<file path="src/rtl/apd_hv_dac_sched.sv">
`default_nettype none
// ============================================================================
//  Module   : apd_hv_dac_sched
//  Brief    : Arbitrates host/compensation setpoints for the APD HV DAC and
//             ramps the DAC code in bounded, settled, acknowledged steps.
//  Revision : 1.0 - initial release
// ============================================================================
module apd_hv_dac_sched #(
  parameter int CODE_MIN      = 200,
  parameter int CODE_MAX      = 680,
  parameter int INIT_CODE     = 400,
  parameter int STEP_MAX      = 16,
  parameter int SETTLE_CYCLES = 10_000,
  parameter int ACK_TIMEOUT   = 65_535
) (
  input  logic        clk,
  input  logic        rst_n,
  input  logic        host_valid,
  input  logic [9:0]  host_code,
  output logic        host_ready,
  input  logic        comp_valid,
  input  logic [9:0]  comp_code,
  input  logic        comp_enable,
  output logic        dac_req,
  output logic [15:0] dac_data,
  input  logic        dac_ack,
  output logic [9:0]  cur_code,
  output logic [9:0]  target_code,
  output logic        busy,
  output logic        clamp_pulse,
  output logic        ack_err,
  input  logic        err_clr
);

  localparam logic [1:0] c_IDLE     = 2'd0;
  localparam logic [1:0] c_WAIT_ACK = 2'd1;
  localparam logic [1:0] c_SETTLE   = 2'd2;

  localparam int c_SW = (SETTLE_CYCLES > 0) ? $clog2(SETTLE_CYCLES + 1) : 1;
  localparam int c_TW = (ACK_TIMEOUT > 1) ? $clog2(ACK_TIMEOUT) : 1;

  localparam logic [9:0]         c_CODE_MIN  = 10'(CODE_MIN);
  localparam logic [9:0]         c_CODE_MAX  = 10'(CODE_MAX);
  localparam logic [9:0]         c_INIT_CODE = 10'(INIT_CODE);
  localparam logic [9:0]         c_STEP_U    = 10'(STEP_MAX);
  localparam logic signed [10:0] c_STEP_S    = 11'(STEP_MAX);
  localparam logic [c_SW-1:0]    c_SETTLE_LD = c_SW'(SETTLE_CYCLES);
  localparam logic [c_TW-1:0]    c_TMO_LAST  = c_TW'(ACK_TIMEOUT - 1);

  logic [1:0]      r_state;
  logic [9:0]      r_cur;
  logic [9:0]      r_target;
  logic            r_init_pending;
  logic            r_dac_req;
  logic [15:0]     r_dac_data;
  logic            r_clamp_pulse;
  logic            r_ack_err;
  logic [c_SW-1:0] r_settle_cnt;
  logic [c_TW-1:0] r_timer;

  logic                w_ready;
  logic                w_host_acc;
  logic                w_comp_acc;
  logic                w_accept;
  logic [9:0]          w_req_code;
  logic                w_req_lo;
  logic                w_req_hi;
  logic [9:0]          w_req_clamped;
  logic signed [10:0]  w_diff;
  logic [9:0]          w_step_code;
  logic                w_launch;
  logic                w_timeout;

  assign w_ready    = (r_state != c_WAIT_ACK);
  assign w_host_acc = w_ready & host_valid;
  // Host always wins a same-cycle contest; the losing comp request is dropped.
  assign w_comp_acc = w_ready & ~host_valid & comp_valid & comp_enable;
  assign w_accept   = w_host_acc | w_comp_acc;

  assign w_req_code    = host_valid ? host_code : comp_code;
  assign w_req_lo      = (w_req_code < c_CODE_MIN);
  assign w_req_hi      = (w_req_code > c_CODE_MAX);
  assign w_req_clamped = w_req_lo ? c_CODE_MIN : (w_req_hi ? c_CODE_MAX : w_req_code);

  assign w_diff = $signed({1'b0, r_target}) - $signed({1'b0, r_cur});

  always_comb begin
    w_step_code = r_cur;
    if (r_init_pending) begin
      w_step_code = r_cur;
    end else if (w_diff > c_STEP_S) begin
      w_step_code = r_cur + c_STEP_U;
    end else if (w_diff < -c_STEP_S) begin
      w_step_code = r_cur - c_STEP_U;
    end else begin
      w_step_code = r_target;
    end
  end

  assign w_launch  = (r_state == c_IDLE) & (r_init_pending | (r_cur != r_target));
  // An ack landing on the final timer cycle takes priority over the timeout.
  assign w_timeout = (r_state == c_WAIT_ACK) & ~dac_ack & (r_timer == c_TMO_LAST);

  always_ff @(posedge clk or negedge rst_n) begin
    if (!rst_n) begin
      r_state        <= c_IDLE;
      r_cur          <= c_INIT_CODE;
      r_target       <= c_INIT_CODE;
      r_init_pending <= 1'b1;
      r_dac_req      <= 1'b0;
      r_dac_data     <= 16'd0;
      r_clamp_pulse  <= 1'b0;
      r_ack_err      <= 1'b0;
      r_settle_cnt   <= '0;
      r_timer        <= '0;
    end else begin
      r_clamp_pulse <= w_accept & (w_req_lo | w_req_hi);
      if (w_accept) begin
        r_target <= w_req_clamped;
      end

      if (w_timeout) begin
        r_ack_err <= 1'b1;
      end else if (err_clr) begin
        r_ack_err <= 1'b0;
      end

      case (r_state)
        c_IDLE: begin
          if (w_launch) begin
            r_dac_data <= {1'b1, 3'd0, w_step_code, 2'd0};
            r_dac_req  <= 1'b1;
            r_timer    <= '0;
            r_state    <= c_WAIT_ACK;
          end
        end
        c_WAIT_ACK: begin
          if (dac_ack) begin
            r_dac_req      <= 1'b0;
            r_cur          <= r_dac_data[11:2];
            r_init_pending <= 1'b0;
            r_settle_cnt   <= c_SETTLE_LD;
            r_state        <= c_SETTLE;
          end else if (w_timeout) begin
            // Code and init flag stay put so the same step is retried.
            r_dac_req    <= 1'b0;
            r_settle_cnt <= c_SETTLE_LD;
            r_state      <= c_SETTLE;
          end else begin
            r_timer <= r_timer + 1'b1;
          end
        end
        c_SETTLE: begin
          if (r_settle_cnt == '0) begin
            r_state <= c_IDLE;
          end else begin
            r_settle_cnt <= r_settle_cnt - 1'b1;
          end
        end
        default: r_state <= c_IDLE;
      endcase
    end
  end

  assign host_ready  = rst_n & w_ready;
  assign dac_req     = r_dac_req;
  assign dac_data    = r_dac_data;
  assign cur_code    = r_cur;
  assign target_code = r_target;
  assign busy        = (r_state != c_IDLE);
  assign clamp_pulse = r_clamp_pulse;
  assign ack_err     = r_ack_err;

endmodule
`default_nettype wire

</file>
<file path="config.mk">
export PLATFORM = sky130hd
export DESIGN_NAME = apd_hv_dac_sched
export DESIGN_NICKNAME = d
export VERILOG_FILES = /design/src/rtl/apd_hv_dac_sched.sv
export SDC_FILE = /design/constraint.sdc
export NUM_CORES = 1
export LEC_CHECK = 0
export BUFFER_PORTS_ARGS = -buffer_cell sky130_fd_sc_hd__buf_2
export CAP_MARGIN = 30
export CORE_ASPECT_RATIO = 1.2
export CORE_UTILIZATION = 31
export CTS_CLUSTER_DIAMETER = 40
export DETAILED_ROUTE_END_ITERATION = 10
export SETUP_SLACK_MARGIN = 0.4
export SYNTH_ARGS = -nofsm -noshare
export SYNTH_HDL_FRONTEND = slang
export SYNTH_SLANG_ARGS = --single-unit
</file>
<file path="constraint.sdc">
create_clock -name clk -period 3.2 [get_ports clk]
set_clock_uncertainty 0.1 [all_clocks]
set_input_delay 0.64 -clock clk [delete_from_list [all_inputs] [get_ports clk]]
set_output_delay 0.64 -clock clk [all_outputs]
set_load 0.005 [all_outputs]
</file>
==> flow_metrics.env, run 1 <==
export IMPL_floorplan_die_area_um2=14300
export IMPL_hpwl_um=8550
export IMPL_switching_part_of_the_total_power_pct=43.4
export IMPL_timing_fmax_mhz=353
export IMPL_synth_simple_gate_area_share_pct=21.9
export IMPL_postPlaceCellArea_um2=4870
export IMPL_layout_cells_non_filler=728
export IMPL_p_int_mw=3.70
export IMPL_cts_buffers_inserted=9
export IMPL_max_cap_violations=0
export IMPL_first_global_vias=3650
export IMPL_ys_seq_area_share_pct=39.4
export IMPL_hold_path_class="reg -> reg"
export IMPL_cp_arrival_ns=2.99
export IMPL_seqPwrFrac_pct=21.2
export IMPL_route_vias_total=3774
export IMPL_post_synthesis_instance_total=471
export IMPL_combinational_family_with_the_most_area_after_synthesis="simple AND/OR/NAND/NOR gates"
export IMPL_critPathRequiredTime_ns=3.36
export IMPL_n_fill_cell=1311
export IMPL_nNetsFinal=598
export IMPL_final_setup_viol_count=0
export IMPL_initial_utilization_pct=32.1
export IMPL_timing_hold_violations_final=0
export IMPL_post_place_cells=695
export IMPL_largest_fanout_of_any_net_on_the_critical_path=5
export IMPL_synthToLayoutAreaGrowth_pct=30.3
export IMPL_adder_cell_area_share_of_the_yosys_netlist_pct=4.85
export IMPL_peakVddDrop_uv=536
export IMPL_place_gp_congestion=0.845
export IMPL_avgSynthCellArea_um2=9.09
export IMPL_drive_above_1_share_pct=34.5
export IMPL_diodes=0
export IMPL_final_min_period_over_clock_period_pct=88.5
export IMPL_status="finished clean"
export IMPL_endpoint_kind="flip-flop"
export IMPL_finalWorstPathRequiredPeriod_ns=2.83
export IMPL_synth_xor_area_share_pct=7.57
export IMPL_dieHeight_um=131
export IMPL_fraction_of_synthesis_flops_using_an_asynchronous_set_or_reset_pin_pct=100
export IMPL_synth_top_area_share_pct=35.1
export IMPL_worstRegToRegCells=11
export IMPL_p_leak_nw=2.39
export IMPL_synth_most_common_cell="sky130_fd_sc_hd__dfrtp_1"
export IMPL_gr_total_overflow=0
export IMPL_post_synth_main_area_contributors="sky130_fd_sc_hd__dfrtp_1 (35%), sky130_fd_sc_hd__nor2_1 (4.5%), sky130_fd_sc_hd__mux2_2 (4.5%)"
export IMPL_fraction_of_the_mapped_netlist_area_in_compound_gates_pct=15.8
export IMPL_fraction_of_power_consumed_by_combinational_cells_pct=62.4
export IMPL_grt_antenna_before_repair=0
export IMPL_reg2reg_slack_ns=0.37
export IMPL_ctsHtreeMaxLevel=3
export IMPL_synth_mux_area_share_pct=6.11
export IMPL_ant_nets_after_route=0
export IMPL_critical_path_class="reg -> reg"
export IMPL_root_buffer="sky130_fd_sc_hd__clkbuf_16"
export IMPL_synth_ff_latch_count=67
export IMPL_grt_setup_unrepaired="yes"
export IMPL_fp_row_count=46
export IMPL_reg2reg_to="dac_data[7]$_DFFE_PN0P_"
export IMPL_totalNegativeSetupSlack_ns=0
export IMPL_drt_initial_drc_count=228
export IMPL_dominantRegCellSynth="sky130_fd_sc_hd__dfrtp_1"
export IMPL_synthDominantAreaCellType="sky130_fd_sc_hd__dfrtp_1"
export IMPL_power_switching_mw=2.83
export IMPL_core_region_area_um2=13400
export IMPL_worstSetupStartpointType="flip-flop"
export IMPL_tritoncts="yes"
export IMPL_netlist_cell_type_count=65
export IMPL_grt_first_pass_wirelength_um=18000
export IMPL_slew_violations=0
export IMPL_wl_per_cell_um=15.7
export IMPL_drt_total_wl_um=11500
export IMPL_worstSkewPairLatency_ns=0.33
export IMPL_worstHoldEndpoint="dac_req$_DFFE_PN0P_"
export IMPL_cts_buffer_depth=2
export IMPL_detail_route_first_pass_iterations=4
export IMPL_slew_headroom_pct=43.6
export IMPL_clk_transition_reported_paths_ns=0.06
export IMPL_via_cell_ratio=5.18
export IMPL_min_delay_path_depth=2
export IMPL_ios=68
export IMPL_drc=0
export IMPL_port_buffers=62
export IMPL_pin_count_of_the_biggest_net_entering_global_routing=68
export IMPL_pwr_dens_nw_per_um2=1170
export IMPL_yosys_warnings=0
export IMPL_timing_hold_worst_start="dac_req$_DFFE_PN0P_"
export IMPL_netlist_area_um2=4280
export IMPL_synth_edff_count=0
export IMPL_synth_common_cells="sky130_fd_sc_hd__dfrtp_1 (60), sky130_fd_sc_hd__nor2_1 (51), sky130_fd_sc_hd__nand2_1 (42)"
export IMPL_worst_slew_pin_slew_ns=0.845
export IMPL_numClockSinks=67
export IMPL_design_area_um2=5580
export IMPL_die_x_um=109
export IMPL_regToRegStartpoint="cur_code[0]$_DFFE_PN0P_"
export IMPL_grtUsageTotal_pct=16.2
export IMPL_share_of_power_burned_in_the_clock_network_pct=16.4
## power by group through the flow
stage | Combinational (mW) | Sequential [mW] | Clock (mW)
2_1_floorplan | 2.32 | 1.34 | 0
3_3_place_gp | 3.16 | 1.37 | 0
3_5_place_dp | 3.21 | 1.38 | 0
4_1_cts | 3.75 | 1.38 | 1.09
5_1_grt | 4.45 | 1.42 | 1.13
6_report | 4.08 | 1.38 | 1.07
## worst max-delay path by stage
stage / from / end / slack, ns / cells past startpoint
floorplan: cur_code[4]$_DFFE_PN1P_ / dac_data[7]$_DFFE_PN0P_ / 0.34 / 11
global placement: target_code[0]$_DFFE_PN0P_ / dac_data[7]$_DFFE_PN0P_ / 0.21 / 11
detailed placement: cur_code[5]$_DFFE_PN0P_ / dac_data[2]$_DFFE_PN0P_ / 0.07 / 10
CTS: cur_code[0]$_DFFE_PN0P_ / dac_data[7]$_DFFE_PN0P_ / 0.37 / 10
global route: cur_code[5]$_DFFE_PN0P_ / dac_data[7]$_DFFE_PN0P_ / 0.29 / 10
finish: cur_code[0]$_DFFE_PN0P_ / dac_data[7]$_DFFE_PN0P_ / 0.37 / 11
## through the flow
stage,setup slack (ns),hold WS (ns),power (mW),util (%)
2_1_floorplan,0.342,0.244,3.67,-
3_3_place_gp,0.205,0.380,4.53,36.5
3_5_place_dp,0.0685,0.388,4.60,36.5
4_1_cts,0.370,0.400,6.23,40.5
5_1_grt,0.292,0.418,7.01,41.8
6_report,0.367,0.394,6.53,41.8
## state kept, by name, indices dropped and copies added (netlist names), 2 cells and up
| signal | flops |
|---|---|
| r_timer | 16 |
| target_code | 10 |
| dac_data | 11 |
| cur_code | 10 |
| r_state | 2 |
| r_settle_cnt | 14 |
## critical path, stage by stage (launching register included)
cell                       delay (ns)
sky130_fd_sc_hd__dfrtp_1         0.42
sky130_fd_sc_hd__ha_4            0.19
sky130_fd_sc_hd__fa_2            0.35
sky130_fd_sc_hd__nand2b_4        0.17
sky130_fd_sc_hd__a21oi_4         0.17
sky130_fd_sc_hd__o21ai_2         0.08
sky130_fd_sc_hd__xor2_1          0.18
sky130_fd_sc_hd__buf_4           0.15
sky130_fd_sc_hd__or3_4           0.39
sky130_fd_sc_hd__and4_1          0.18
sky130_fd_sc_hd__a221oi_2        0.19
sky130_fd_sc_hd__a32o_1          0.19
## cells by family (layout without fill, tap and decap cells)
group	Yosys count	after routing
AO/OA/AOI/OAI	97	97
multiplexers	24	24
other	1	5
buffers and inverters	44	129
XOR/XNOR	37	37
adder cells (fa/ha/maj)	16	16
AND/OR/NAND/NOR	185	185
flip-flops	67	67
## cell type report
type / instances / area, um^2 / share of cell area (%)
tap: 168 / 210 / 3.77
clock inverter: 4 / 72.6 / 1.30
clock buffer: 12 / 256 / 4.60
inverter: 21 / 83.8 / 1.50
timing repair buffer: 92 / 533 / 9.56
sequential: 67 / 1690 / 30.3
multi-input combinational: 364 / 2730 / 49.0
## repair_timing
action | 4_1_cts | 5_1_grt
hold buffers | 0 | 0
pin swaps | 10 | 15
buffers inserted | 6 | 11
endpoints found under the hold margin | 0 | 0
gates resized for setup | 34 | 21
cloned | 0 | 0
endpoints found under the setup margin | 11 | 21
## metal layers
layer	vias up	global-route usage [%]	wire length, um
met3	18	3.32	515
met4	0	6.82	303
met2	84	28.7	5980
li1	1842	-	-
met1	1830	19.0	4650
met5	-	0	0
## cells in the final DEF (no fill, tap or decap), drive strengths merged, types with 8 or more instances in the layout
master / count
buf: 92
nand3: 13
nand2: 44
inv: 20
clkbuf: 12
dfrtp: 60
xor2: 17
nor2: 51
xnor2: 20
o211ai: 9
nor3: 15
and2: 8
mux2: 17
o21ai: 25
ha: 15
a21oi: 17
Power figures use the tool's default switching activity.
==> run 2: changes to the inputs <==
--- a/config.mk
+++ b/config.mk
@@ -5,12 +5,14 @@
 export SDC_FILE = /design/constraint.sdc
 export NUM_CORES = 1
 export LEC_CHECK = 0
-export BUFFER_PORTS_ARGS = -buffer_cell sky130_fd_sc_hd__buf_2
+export ABC_AREA = 1
 export CAP_MARGIN = 30
 export CORE_ASPECT_RATIO = 1.2
 export CORE_UTILIZATION = 31
 export CTS_CLUSTER_DIAMETER = 40
 export DETAILED_ROUTE_END_ITERATION = 10
+export DONT_BUFFER_PORTS = 1
+export MAX_ROUTING_LAYER = met4
 export SETUP_SLACK_MARGIN = 0.4
 export SYNTH_ARGS = -nofsm -noshare
 export SYNTH_HDL_FRONTEND = slang
==> flow_metrics.env, run 2 <==
export IMPL_ant_nets_after_route=0
export IMPL_fraction_of_synthesis_flops_using_an_asynchronous_set_or_reset_pin_pct=100
export IMPL_worstSetupStartpointType="flip-flop"
export IMPL_post_synthesis_instance_total=625
export IMPL_n_fill_cell=1462
export IMPL_largest_fanout_of_any_net_on_the_critical_path=23
export IMPL_synth_most_common_cell="sky130_fd_sc_hd__nand2_1"
export IMPL_synth_common_cells="sky130_fd_sc_hd__nand2_1 (164), sky130_fd_sc_hd__inv_1 (82), sky130_fd_sc_hd__nor2_1 (65)"
export IMPL_pwr_dens_nw_per_um2=1130
export IMPL_grt_first_pass_wirelength_um=19100
export IMPL_synth_edff_count=0
export IMPL_die_x_um=111
export IMPL_worst_slew_pin_slew_ns=0.681
export IMPL_detail_route_first_pass_iterations=8
export IMPL_root_buffer="sky130_fd_sc_hd__clkbuf_16"
export IMPL_synth_ff_latch_count=67
export IMPL_peakVddDrop_uv=428
export IMPL_layout_common_cells="sky130_fd_sc_hd__nand2_1 (154), sky130_fd_sc_hd__inv_1 (79), sky130_fd_sc_hd__dfrtp_1 (60)"
export IMPL_fp_row_count=47
export IMPL_port_buffers=0
export IMPL_critPathCapture="dac_data[15]$_DFFE_PN0P_"
export IMPL_avgSynthCellArea_um2=7.08
export IMPL_failed_checks="design-rule violations"
export IMPL_status="finished with violations"
export IMPL_via_cell_ratio=4.86
export IMPL_post_synth_main_area_contributors="sky130_fd_sc_hd__dfrtp_1 (34%), sky130_fd_sc_hd__nand2_1 (14%), sky130_fd_sc_hd__inv_1 (7.0%)"
export IMPL_dominantRegCellSynth="sky130_fd_sc_hd__dfrtp_1"
export IMPL_final_setup_viol_count=0
export IMPL_timing_fmax_mhz=379
export IMPL_wl_per_cell_um=14.1
export IMPL_initial_utilization_pct=31.9
export IMPL_drt_initial_drc_count=183
export IMPL_numClockSinks=67
export IMPL_regToRegStartpoint="cur_code[4]$_DFFE_PN1P_"
export IMPL_nNetsFinal=686
export IMPL_worstRegToRegCells=10
export IMPL_timing_hold_violations_final=0
export IMPL_first_global_vias=3819
export IMPL_grt_antenna_before_repair=0
export IMPL_max_cap_violations=0
export IMPL_synthDominantAreaCellType="sky130_fd_sc_hd__dfrtp_1"
export IMPL_pin_count_of_the_biggest_net_entering_global_routing=61
export IMPL_grt_setup_unrepaired="no"
export IMPL_ctsHtreeMaxLevel=3
export IMPL_hpwl_um=8450
export IMPL_timing_final_ws_setup_ns=0.562
export IMPL_finalWorstPathRequiredPeriod_ns=2.64
export IMPL_floorplan_die_area_um2=14800
export IMPL_totalNegativeSetupSlack_ns=0
export IMPL_synthToLayoutAreaGrowth_pct=18.3
export IMPL_preCtsSetupSlack_ns=0.220
export IMPL_clk_transition_reported_paths_ns=0.06
export IMPL_drt_total_wl_um=11600
export IMPL_worstSkewPairLatency_ns=0.33
export IMPL_netlist_area_um2=4420
export IMPL_gr_total_overflow=0
export IMPL_endpoint_kind="flip-flop"
export IMPL_hold_path_class="in -> async"
export IMPL_dieHeight_um=133
export IMPL_max_reg_flops=16
export IMPL_drc=8
export IMPL_tritoncts="yes"
export IMPL_ios=68
export IMPL_largest_register="r_timer"
export IMPL_ys_seq_area_share_pct=38.1
export IMPL_core_region_area_um2=13900
export IMPL_p_leak_nw=2.58
export IMPL_route_vias_total=3980
export IMPL_grtUsageTotal_pct=16.8
export IMPL_final_min_period_over_clock_period_pct=82.4
export IMPL_mostFrequentLayoutCell="sky130_fd_sc_hd__nand2_1"
export IMPL_cts_buffer_depth=2
export IMPL_reg2reg_slack_ns=0.56
export IMPL_netlist_cell_type_count=42
export IMPL_diodes=0
export IMPL_slew_violations=0
export IMPL_cp_arrival_ns=2.75
export IMPL_critPathRequiredTime_ns=3.31
export IMPL_place_gp_congestion=0.916
export IMPL_critical_path_class="reg -> reg"
export IMPL_cts_buffers_inserted=9
export IMPL_synth_top_area_share_pct=33.9
export IMPL_reg2reg_to="dac_data[15]$_DFFE_PN0P_"
export IMPL_yosys_warnings=0
export IMPL_timing_critical_path_from="cur_code[4]$_DFFE_PN1P_"
export IMPL_drive_above_1_share_pct=14.7
export IMPL_slew_headroom_pct=54.6
[run 2: cell types whose count changed after synthesis, moves of 16 or more]
cell	before	now
sky130_fd_sc_hd__a21oi_1	17	33
sky130_fd_sc_hd__inv_1	19	82
sky130_fd_sc_hd__xnor2_1	20	3
sky130_fd_sc_hd__mux2_2	17	0
sky130_fd_sc_hd__nand2_1	42	164
sky130_fd_sc_hd__nand3_1	13	53
[run 2: layer usage]
metal / global-route usage (%) / routed length, um
met3: 4.49 / 586
met4: 6.61 / 357
met2: 27.9 / 5750
met5: - / 0
met1: 19.5 / 4870
[run 2: kinds of logic (layout without fill, tap and decap cells)]
logic type	Yosys count	after routing	share of synthesized area (%)
buf+inv	105	123	9.84
fa+ha+maj	16	16	4.70
mux	1	1	0.226
simple gates	337	338	33.6
other cells	1	5	0.0848
xor+xnor	17	17	3.37
flops	67	67	38.1
compound gates	81	81	10.1
[run 2: final cells by class]
type / count / area, um^2 / area share, %
clock buffer: 9 / 225 / 4.30
clock inverter: 7 / 124 / 2.37
inverter: 87 / 334 / 6.38
multi-input combinational: 458 / 2480 / 47.3
sequential: 67 / 1690 / 32.2
tap: 171 / 214 / 4.09
timing repair buffer: 20 / 174 / 3.32
[run 2: worst min path at each step]
stage	startpoint	endpoint	slack, ns	cells after the start
3_3_place_gp	rst_n	r_settle_cnt[5]$_DFFE_PN0P_	0.25	0
6_report	rst_n	target_code[4]$_DFFE_PN1P_	0.05	0
3_5_place_dp	rst_n	r_settle_cnt[4]$_DFFE_PN0P_	0.25	0
2_1_floorplan	rst_n	ack_err$_DFFE_PN0P_	0.24	0
5_1_grt	rst_n	target_code[4]$_DFFE_PN1P_	0.03	0
4_1_cts	rst_n	target_code[4]$_DFFE_PN1P_	0.04	0
[run 2: per-stage QoR]
| stage | total power, mW | hold WS (ns) | cell area (um^2) | util [%] | cells |
|---|---|---|---|---|---|
| after detailed placement | 4.28 | 0.247 | 4590 | 33.1 | 788 |
| after CTS | 5.53 | 0.0385 | 4980 | 35.9 | 805 |
| after global routing | 6.51 | 0.0281 | 5230 | 37.7 | 819 |
| final | 5.92 | 0.0503 | 5230 | 37.7 | 819 |
| after global placement | 4.27 | 0.247 | 4590 | 33.1 | 788 |
| after floorplan | 3.62 | 0.244 | 4440 | - | 629 |
[run 2: what timing repair did]
| item | CTS | global route |
|---|---|---|
| pin swaps | 0 | 9 |
| setup buffers | 0 | 13 |
| gates cloned | 0 | 1 |
| endpoints found under the setup margin | 10 | 21 |
| resized for setup | 5 | 36 |
| hold buffers | 1 | 0 |
| hold endpoints to repair | 60 | 0 |
[run 2: power breakdown]
group          internal, mW  switching, mW  leakage [nW]
clock network         0.767          0.383         0.167
logic                  1.23           2.03          1.59
registers              1.17          0.346         0.818
[run 2: critical path, stage by stage, from the launching register on]
cell and delay, ns:
sky130_fd_sc_hd__dfstp_2 0.60, sky130_fd_sc_hd__clkinvlp_4 0.16, sky130_fd_sc_hd__ha_4 0.34, sky130_fd_sc_hd__nand2_2 0.08, sky130_fd_sc_hd__nor2_2 0.15, sky130_fd_sc_hd__nand3b_1 0.16, sky130_fd_sc_hd__nand2_1 0.15, sky130_fd_sc_hd__buf_6 0.23
sky130_fd_sc_hd__clkinvlp_4 0.13, sky130_fd_sc_hd__buf_4 0.16, sky130_fd_sc_hd__or2_2 0.26
